## src/rtl/dds_waveform_gen.sv

```systemverilog
// dds_waveform_gen: phase-accumulator NCO for the 12-bit DAC SPI driver.
// A tick every DIV clocks advances the phase by tuning_word. The captured
// phase is mapped to a sine, square, triangle or midscale sample (offset binary).
// The sample is then presented on a valid/ready handshake with a sticky overrun flag.
// Pipeline: S1 capture -> S2 LUT read + decode -> S3 output register.
// Optional feature macro: DDS_AMPLITUDE_EN. It adds an 8-bit amplitude input and a
// fourth stage that scales the sample around midscale.
module dds_waveform_gen #(
  parameter int PHASE_W = 32,
  parameter int LUT_AW  = 8,
  parameter int DIV     = 100
) (
  input  logic               clk,
  input  logic               rst,
  input  logic               enable,
  input  logic               sync_clr,
  input  logic [PHASE_W-1:0] tuning_word,
  input  logic [1:0]         wave_sel,
`ifdef DDS_AMPLITUDE_EN
  input  logic [7:0]         amplitude,
`endif
  output logic [11:0]        sample_out,
  output logic               sample_valid,
  input  logic               sample_ready,
  output logic               overrun
);

  localparam int CNT_W = (DIV > 1) ? $clog2(DIV) : 1;
  // Only the top phase bits feed the waveform decode: quadrant, LUT address, triangle.
  localparam int CAP_W = (LUT_AW + 2 > 13) ? (LUT_AW + 2) : 13;
  localparam int LUT_N = 1 << LUT_AW;

  // Fixed-point (Q.28) constants used to build the sine table at elaboration.
  localparam longint FX_ONE = longint'(1) << 28;
  localparam longint FX_PI  = 64'sd843314857;  // pi * 2^28

  // round(2047 * sin(pi/2 * (idx + 0.5) / LUT_N)), via a Horner-form Taylor series.
  function automatic logic [10:0] sine_entry(input int idx);
    longint x;
    longint x2;
    longint t;
    longint s;
    x  = (FX_PI * longint'(2 * idx + 1)) / longint'(4 * LUT_N);
    x2 = (x * x) >>> 28;
    t  = FX_ONE;
    for (int k = 8; k >= 1; k--) begin
      t = FX_ONE - ((x2 * t) >>> 28) / longint'((2 * k) * (2 * k + 1));
    end
    s = (x * t) >>> 28;
    return 11'((longint'(2047) * s + (FX_ONE >>> 1)) >>> 28);
  endfunction

  // NOTE: the sine table is a constant ROM, so it carries no reset; only the registers around it do.
  logic [10:0] w_lut [LUT_N];
  for (genvar g = 0; g < LUT_N; g++) begin : g_lut
    localparam logic [10:0] ENTRY = sine_entry(g);
    assign w_lut[g] = ENTRY;
  end

  // ---------------------------------------------------------------- tick
  logic [CNT_W-1:0] r_tick_cnt;
  logic             w_cnt_last;
  logic             w_tick;

  assign w_cnt_last = (r_tick_cnt == CNT_W'(DIV - 1));
  assign w_tick     = w_cnt_last && enable;

  // Free-running sample-rate divider; keeps counting while disabled.
  // NOTE: sequential state uses non-blocking assignments so every register samples pre-edge values.
  always_ff @(posedge clk) begin
    if (rst || w_cnt_last) r_tick_cnt <= '0;
    else                   r_tick_cnt <= r_tick_cnt + CNT_W'(1);
  end

  // ---------------------------------------------------------------- phase
  logic [PHASE_W-1:0] r_phase;
  logic [PHASE_W-1:0] w_phase_now;

  // A clear forces the phase seen this cycle to zero, so a coinciding tick
  // captures 0 and the accumulation restarts from 0 + tuning_word.
  assign w_phase_now = sync_clr ? '0 : r_phase;

  // Phase accumulator: add on tick, zero on clear, hold otherwise.
  always_ff @(posedge clk) begin
    if (rst)           r_phase <= '0;
    else if (w_tick)   r_phase <= w_phase_now + tuning_word;
    else if (sync_clr) r_phase <= '0;
  end

  // ---------------------------------------------------------------- S1
  logic             r_s1_vld;
  logic [CAP_W-1:0] r_s1_phase;
  logic [1:0]       r_s1_wave;
`ifdef DDS_AMPLITUDE_EN
  logic [7:0]       r_s1_amp;
`endif

  // Stage 1: capture phase and waveform select together on the tick.
  always_ff @(posedge clk) begin
    if (rst) begin
      r_s1_vld   <= 1'b0;
      r_s1_phase <= '0;
      r_s1_wave  <= 2'b00;
`ifdef DDS_AMPLITUDE_EN
      r_s1_amp   <= 8'd0;
`endif
    end else begin
      r_s1_vld <= w_tick;
      if (w_tick) begin
        r_s1_phase <= w_phase_now[PHASE_W-1 -: CAP_W];
        r_s1_wave  <= wave_sel;
`ifdef DDS_AMPLITUDE_EN
        r_s1_amp   <= amplitude;
`endif
      end
    end
  end

  // ---------------------------------------------------------------- S2
  logic [1:0]        w_quad;
  logic [LUT_AW-1:0] w_frac;
  logic [LUT_AW-1:0] w_addr;
  logic [11:0]       w_tri_raw;

  assign w_quad    = r_s1_phase[CAP_W-1 -: 2];
  assign w_frac    = r_s1_phase[CAP_W-3 -: LUT_AW];
  assign w_addr    = w_quad[0] ? ~w_frac : w_frac;
  assign w_tri_raw = r_s1_phase[CAP_W-2 -: 12];

  logic        r_s2_vld;
  logic [10:0] r_s2_lut;
  logic        r_s2_neg;
  logic [1:0]  r_s2_wave;
  logic [11:0] r_s2_tri;
  logic [11:0] r_s2_sq;
`ifdef DDS_AMPLITUDE_EN
  logic [7:0]  r_s2_amp;
`endif

  // Stage 2: registered quarter-wave LUT read plus per-waveform decode.
  always_ff @(posedge clk) begin
    if (rst) begin
      r_s2_vld  <= 1'b0;
      r_s2_lut  <= 11'd0;
      r_s2_neg  <= 1'b0;
      r_s2_wave <= 2'b00;
      r_s2_tri  <= 12'd0;
      r_s2_sq   <= 12'd0;
`ifdef DDS_AMPLITUDE_EN
      r_s2_amp  <= 8'd0;
`endif
    end else begin
      r_s2_vld  <= r_s1_vld;
      r_s2_lut  <= w_lut[w_addr];
      r_s2_neg  <= w_quad[1];
      r_s2_wave <= r_s1_wave;
      r_s2_tri  <= r_s1_phase[CAP_W-1] ? ~w_tri_raw : w_tri_raw;
      r_s2_sq   <= r_s1_phase[CAP_W-1] ? 12'h000 : 12'hFFF;
`ifdef DDS_AMPLITUDE_EN
      r_s2_amp  <= r_s1_amp;
`endif
    end
  end

  // ---------------------------------------------------------------- select
  logic [11:0] w_sample;

  // Pick the waveform captured with this sample's phase.
  // NOTE: the default is assigned first so no path leaves w_sample unassigned (no latch).
  always_comb begin
    w_sample = 12'h800;
    case (r_s2_wave)
      2'b00:   w_sample = r_s2_neg ? (12'd2047 - {1'b0, r_s2_lut})
                                   : (12'd2048 + {1'b0, r_s2_lut});
      2'b01:   w_sample = r_s2_sq;
      2'b10:   w_sample = r_s2_tri;
      default: w_sample = 12'h800;
    endcase
  end

  logic        w_load;
  logic [11:0] w_load_data;

`ifdef DDS_AMPLITUDE_EN
  logic               r_s3_vld;
  logic [11:0]        r_s3_sample;
  logic [7:0]         r_s3_amp;
  logic signed [12:0] w_diff;
  logic signed [21:0] w_prod;
  logic signed [21:0] w_scaled;

  // Stage 3 (amplitude build): hold the full-scale sample and its amplitude.
  always_ff @(posedge clk) begin
    if (rst) begin
      r_s3_vld    <= 1'b0;
      r_s3_sample <= 12'h800;
      r_s3_amp    <= 8'd0;
    end else begin
      r_s3_vld    <= r_s2_vld;
      r_s3_sample <= w_sample;
      r_s3_amp    <= r_s2_amp;
    end
  end

  // Scale around midscale; arithmetic shift truncates toward minus infinity.
  assign w_diff      = $signed({1'b0, r_s3_sample}) - 13'sd2048;
  assign w_prod      = 22'(w_diff) * 22'($signed({1'b0, r_s3_amp}));
  assign w_scaled    = w_prod >>> 8;
  assign w_load      = r_s3_vld;
  assign w_load_data = 12'(w_scaled + 22'sd2048);
`else
  assign w_load      = r_s2_vld;
  assign w_load_data = w_sample;
`endif

  // ---------------------------------------------------------------- output
  // Output register and handshake: a load always wins; an unconsumed sample
  // being replaced raises the sticky overrun flag.
  always_ff @(posedge clk) begin
    if (rst) begin
      sample_out   <= 12'h800;
      sample_valid <= 1'b0;
      overrun      <= 1'b0;
    end else if (w_load) begin
      sample_out   <= w_load_data;
      sample_valid <= 1'b1;
      if (sample_valid && !sample_ready) overrun <= 1'b1;
    end else if (sample_valid && sample_ready) begin
      sample_valid <= 1'b0;
    end
  end

endmodule

```

## config.mk

```make
export PLATFORM = sky130hd
export DESIGN_NAME = dds_waveform_gen
export DESIGN_NICKNAME = d
export VERILOG_FILES = /design/src/rtl/dds_waveform_gen.sv
export SDC_FILE = /design/constraint.sdc
export NUM_CORES = 1
export LEC_CHECK = 0
export CORE_MARGIN = 5
export CORE_UTILIZATION = 55
export CTS_CLUSTER_DIAMETER = 30
export DETAILED_ROUTE_END_ITERATION = 8
export PLACE_DENSITY = 0.74
export SLEW_MARGIN = 20
export SYNTH_ARGS = -nofsm -noshare
export SYNTH_HDL_FRONTEND = slang
export SYNTH_SLANG_ARGS = --single-unit
export TNS_END_PERCENT = 10
```

## constraint.sdc

```tcl
create_clock -name clk -period 7.5 [get_ports clk]
set_input_delay 1.125 -clock clk [delete_from_list [all_inputs] [get_ports clk]]
set_output_delay 1.125 -clock clk [all_outputs]
set_load 0.02 [all_outputs]
```

==> reports/metrics.cfg <==
[critical_path]
crit_family = compound AO/OA/AOI/OAI gates
crit_chain = clkdlybuf4s50_1, buf_4, nor2b_1, ha_1, o21a_1, a21o_1, a311o_1, nor3_2, o21bai_2, a2111oi_0, o221ai_1, o31ai_1
startpoint_type = input port
arrival_ns = 4.98
crit_type = input port to flop
worst-path-buf-inv = 2
cpPeakStageDelay_ns = 0.85
required_ns = 7.76
cp-end-kind = flop
crit_fanout = 19
critPathSlowestCell = clkdlybuf4s50_1

[timing]
finalHoldViolCount = 0
maxSlewViolCount = 0
setup_slack_ns = 2.78
setup_viol_count_final = 0
fin_skew_ns = 0.00802
slew_headroom = 0.209
worst_slew_pin_slew_ns = 1.18
fin_tns_setup_ns = 0
fin_crit_ns = 4.72
fmax_mhz = 212
rsz0062_at_grt = no
post-route-period-util = 0.629

[clock_network]
cts.htree.levels = 3
ctsHoldBuffers = 0
path_clk_slew_ns = 0.07
clock-sinks = 97
cts_buffers = 9
cts_tree = built
cts-root-buf = clkbuf_16
cts_buffer_depth = 2
cts_resized = 0
clkLatencyLatePin_ns = 0.35
cts_setup_buffers = 0

[detailed_routing]
drtPass1Iterations = 8
routed_wl_um = 37400
drt_iter0_drc = 1852
wl_per_cell_um = 21.5
ant_nets = 0
vias = 12000
vias_per_cell = 6.94
drc_errors = 0

[run]
maxCapViolCount = 0

[final_layout]
fin_nets = 1583
finalInstanceArea_um2 = 11100
final_util = 0.596
area_growth_pct = 7.17
drive_gt1_frac = 0.0513
n_fill_cell = 1792

[hold_path]
hold_path_class = flop to flop

[logic_synthesis]
syn_avg_cell_area_um2 = 6.62
synth_seq_area_share = 0.188
yosysUniqueCellTypes = 77
synth_area_um2 = 10300
synthArstFlopShare = 0
yosysWarnings = 0
ys_ff_latch = 97
syn_inst = 1559
synth_edf_count = 0
syn_nets = 1645
ys.flop_type = dfxtp_1

[floorplanning]
rows = 50
die_h_um = 147
die-area_um2 = 21600
die_x_um = 147
io-pin-count = 53
initial_core_util = 0.556
core_um2 = 18600

[pwr]
power.density_nw_per_um2 = 96.0
power_leakage_nw = 3.98
ir_drop_uv = 111

[run_status]
status = complete, no violations

[placed_design]
globalplace.congestion = 1.07
place_ws_ns = 2.54
dpl_cell_area_um2 = 10800
dp.final_hpwl_um = 25100
io_buffers = 52

[grt]
grt_usage = 0.329
antenna_found_initial = 1
grt_max_degree = 90
grt_pass1_wl_um = 58600
grt_pass1_vias = 10700
grt-ovfl-total = 0

[metal layers]
layer / GRT usage / routed length (um) / vias up
li1: - / - / 5564
met1: 0.454 / 15100 / 5473
met2: 0.484 / 15300 / 841
met3: 0.0962 / 5160 / 171
met4: 0.130 / 1790 / 0
met5: 0 / 0 / -
[metrics by stage]
stage,hold WS (ns),power (mW),std cells
final,0.436,1.06,1737
after CTS,0.441,1.07,1736
after detailed placement,0.425,0.602,1720
after global placement,0.425,0.602,1720
after global routing,0.475,1.10,1736
after floorplan,0.414,0.571,1559
[cell usage in the layout, fill, tap and decap left out, types with 7 or more instances in the layout]
| cell type | netlist | layout |
|---|---|---|
| a21oi_1 | 180 | 180 |
| nor2_1 | 171 | 171 |
| nand2_1 | 167 | 166 |
| o21ai_0 | 136 | 135 |
| dfxtp_1 | 97 | 93 |
| clkdlybuf4s50_1 | 0 | 51 |
| nor2b_1 | 50 | 49 |
| ha_1 | 46 | 46 |
| xnor2_1 | 41 | 40 |
| nor3_1 | 40 | 40 |
| nand3_1 | 36 | 36 |
| nand2b_1 | 32 | 32 |
| o211ai_1 | 29 | 29 |
| a31oi_1 | 29 | 29 |
| a211oi_1 | 28 | 28 |
| buf_4 | 1 | 28 |
| o22ai_1 | 25 | 25 |
| a21o_1 | 23 | 23 |
| inv_1 | 22 | 22 |
| a221oi_1 | 17 | 17 |
| o21a_1 | 16 | 16 |
| a22oi_1 | 15 | 15 |
| o221ai_1 | 14 | 14 |
| or2_2 | 11 | 11 |
| xor2_1 | 12 | 11 |
| and2_1 | 9 | 9 |
| o21ai_1 | 8 | 9 |
| o31ai_1 | 9 | 9 |
| a2111oi_0 | 9 | 9 |
| clkbuf_16 | 0 | 9 |
| a311oi_1 | 8 | 8 |
| nand4_1 | 7 | 7 |
| a221o_1 | 7 | 7 |
| nor3b_1 | 7 | 7 |
[final cells by class]
type	count	area, um^2	area share
timing repair buffer	80	726	0.0656
multi-input combinational	1282	7690	0.695
inverter	27	101	0.00916
tap	234	293	0.0265
clock buffer	9	225	0.0204
clock inverter	7	78.8	0.00712
sequential	97	1950	0.176
antenna	1	2.50	0.000226
[where the power goes]
group | internal, mW | switching (mW) | total [mW] | leakage, nW
clock | 0.240 | 0.231 | 0.472 | 0.151
combinational | 0.0337 | 0.0397 | 0.0734 | 3.04
sequential | 0.516 | 0.00159 | 0.517 | 0.785
total | 0.790 | 0.273 | 1.06 | 3.98
[Yosys cell counts (9+ instances only)]
cell type,n,area [um^2]
a2111oi_0,9,78.8
a211oi_1,28,210
a21o_1,23,173
a21oi_1,180,901
a221oi_1,17,149
a22oi_1,15,113
a31oi_1,29,181
and2_1,9,56.3
buf_1,27,101
buf_2,29,145
clkbuf_1,96,360
dfxtp_1,97,1940
ha_1,46,576
inv_1,22,82.6
nand2_1,167,627
nand2b_1,32,200
nand3_1,36,180
nor2_1,171,642
nor2b_1,50,313
nor3_1,40,200
o211ai_1,29,218
o21a_1,16,120
o21ai_0,136,681
o221ai_1,14,123
o22ai_1,25,156
o31ai_1,9,67.6
or2_2,11,68.8
xnor2_1,41,359
xor2_1,12,105
[cell families (layout without fill, tap and decap cells)]
group,count (synthesis),count (layout),synth area share
and+or+nand+nor,563,563,0.254
adders and majority gates,47,47,0.0577
xor gates and xnor gates,53,53,0.0450
other,0,1,0
buffers and inverters,180,123,0.0693
muxes,9,9,0.0124
AOI/OAI and AO/OA,610,610,0.373
DFF,97,97,0.188
[flip-flops by register name (all words and copies together), names as in the netlist]
signal	count
overrun	1
r_phase	32
r_s1_phase	13
r_s1_vld	1
r_s1_wave	2
r_s2_lut	11
r_s2_neg	1
r_s2_sq	1
r_s2_tri	12
r_s2_vld	1
r_s2_wave	2
r_tick_cnt	7
sample_out	12
sample_valid	1
[worst paths after layout]
check / end / slack (ns) / cells past startpoint / start
hold reg to reg: r_s2_vld$_SDFF_PP0_ / 0.44 / 1 / r_s1_vld$_SDFF_PP0_
hold / removal: r_s2_vld$_SDFF_PP0_ / 0.44 / 1 / r_s1_vld$_SDFF_PP0_
setup reg to reg: r_s2_lut[0]$_SDFF_PP0_ / 3.25 / 11 / r_s1_phase[11]$_SDFFE_PP0P_
setup / recovery: r_phase[27]$_SDFF_PP0_ / 2.78 / 12 / sync_clr
Note: power is estimated with default switching activity, not from simulation.
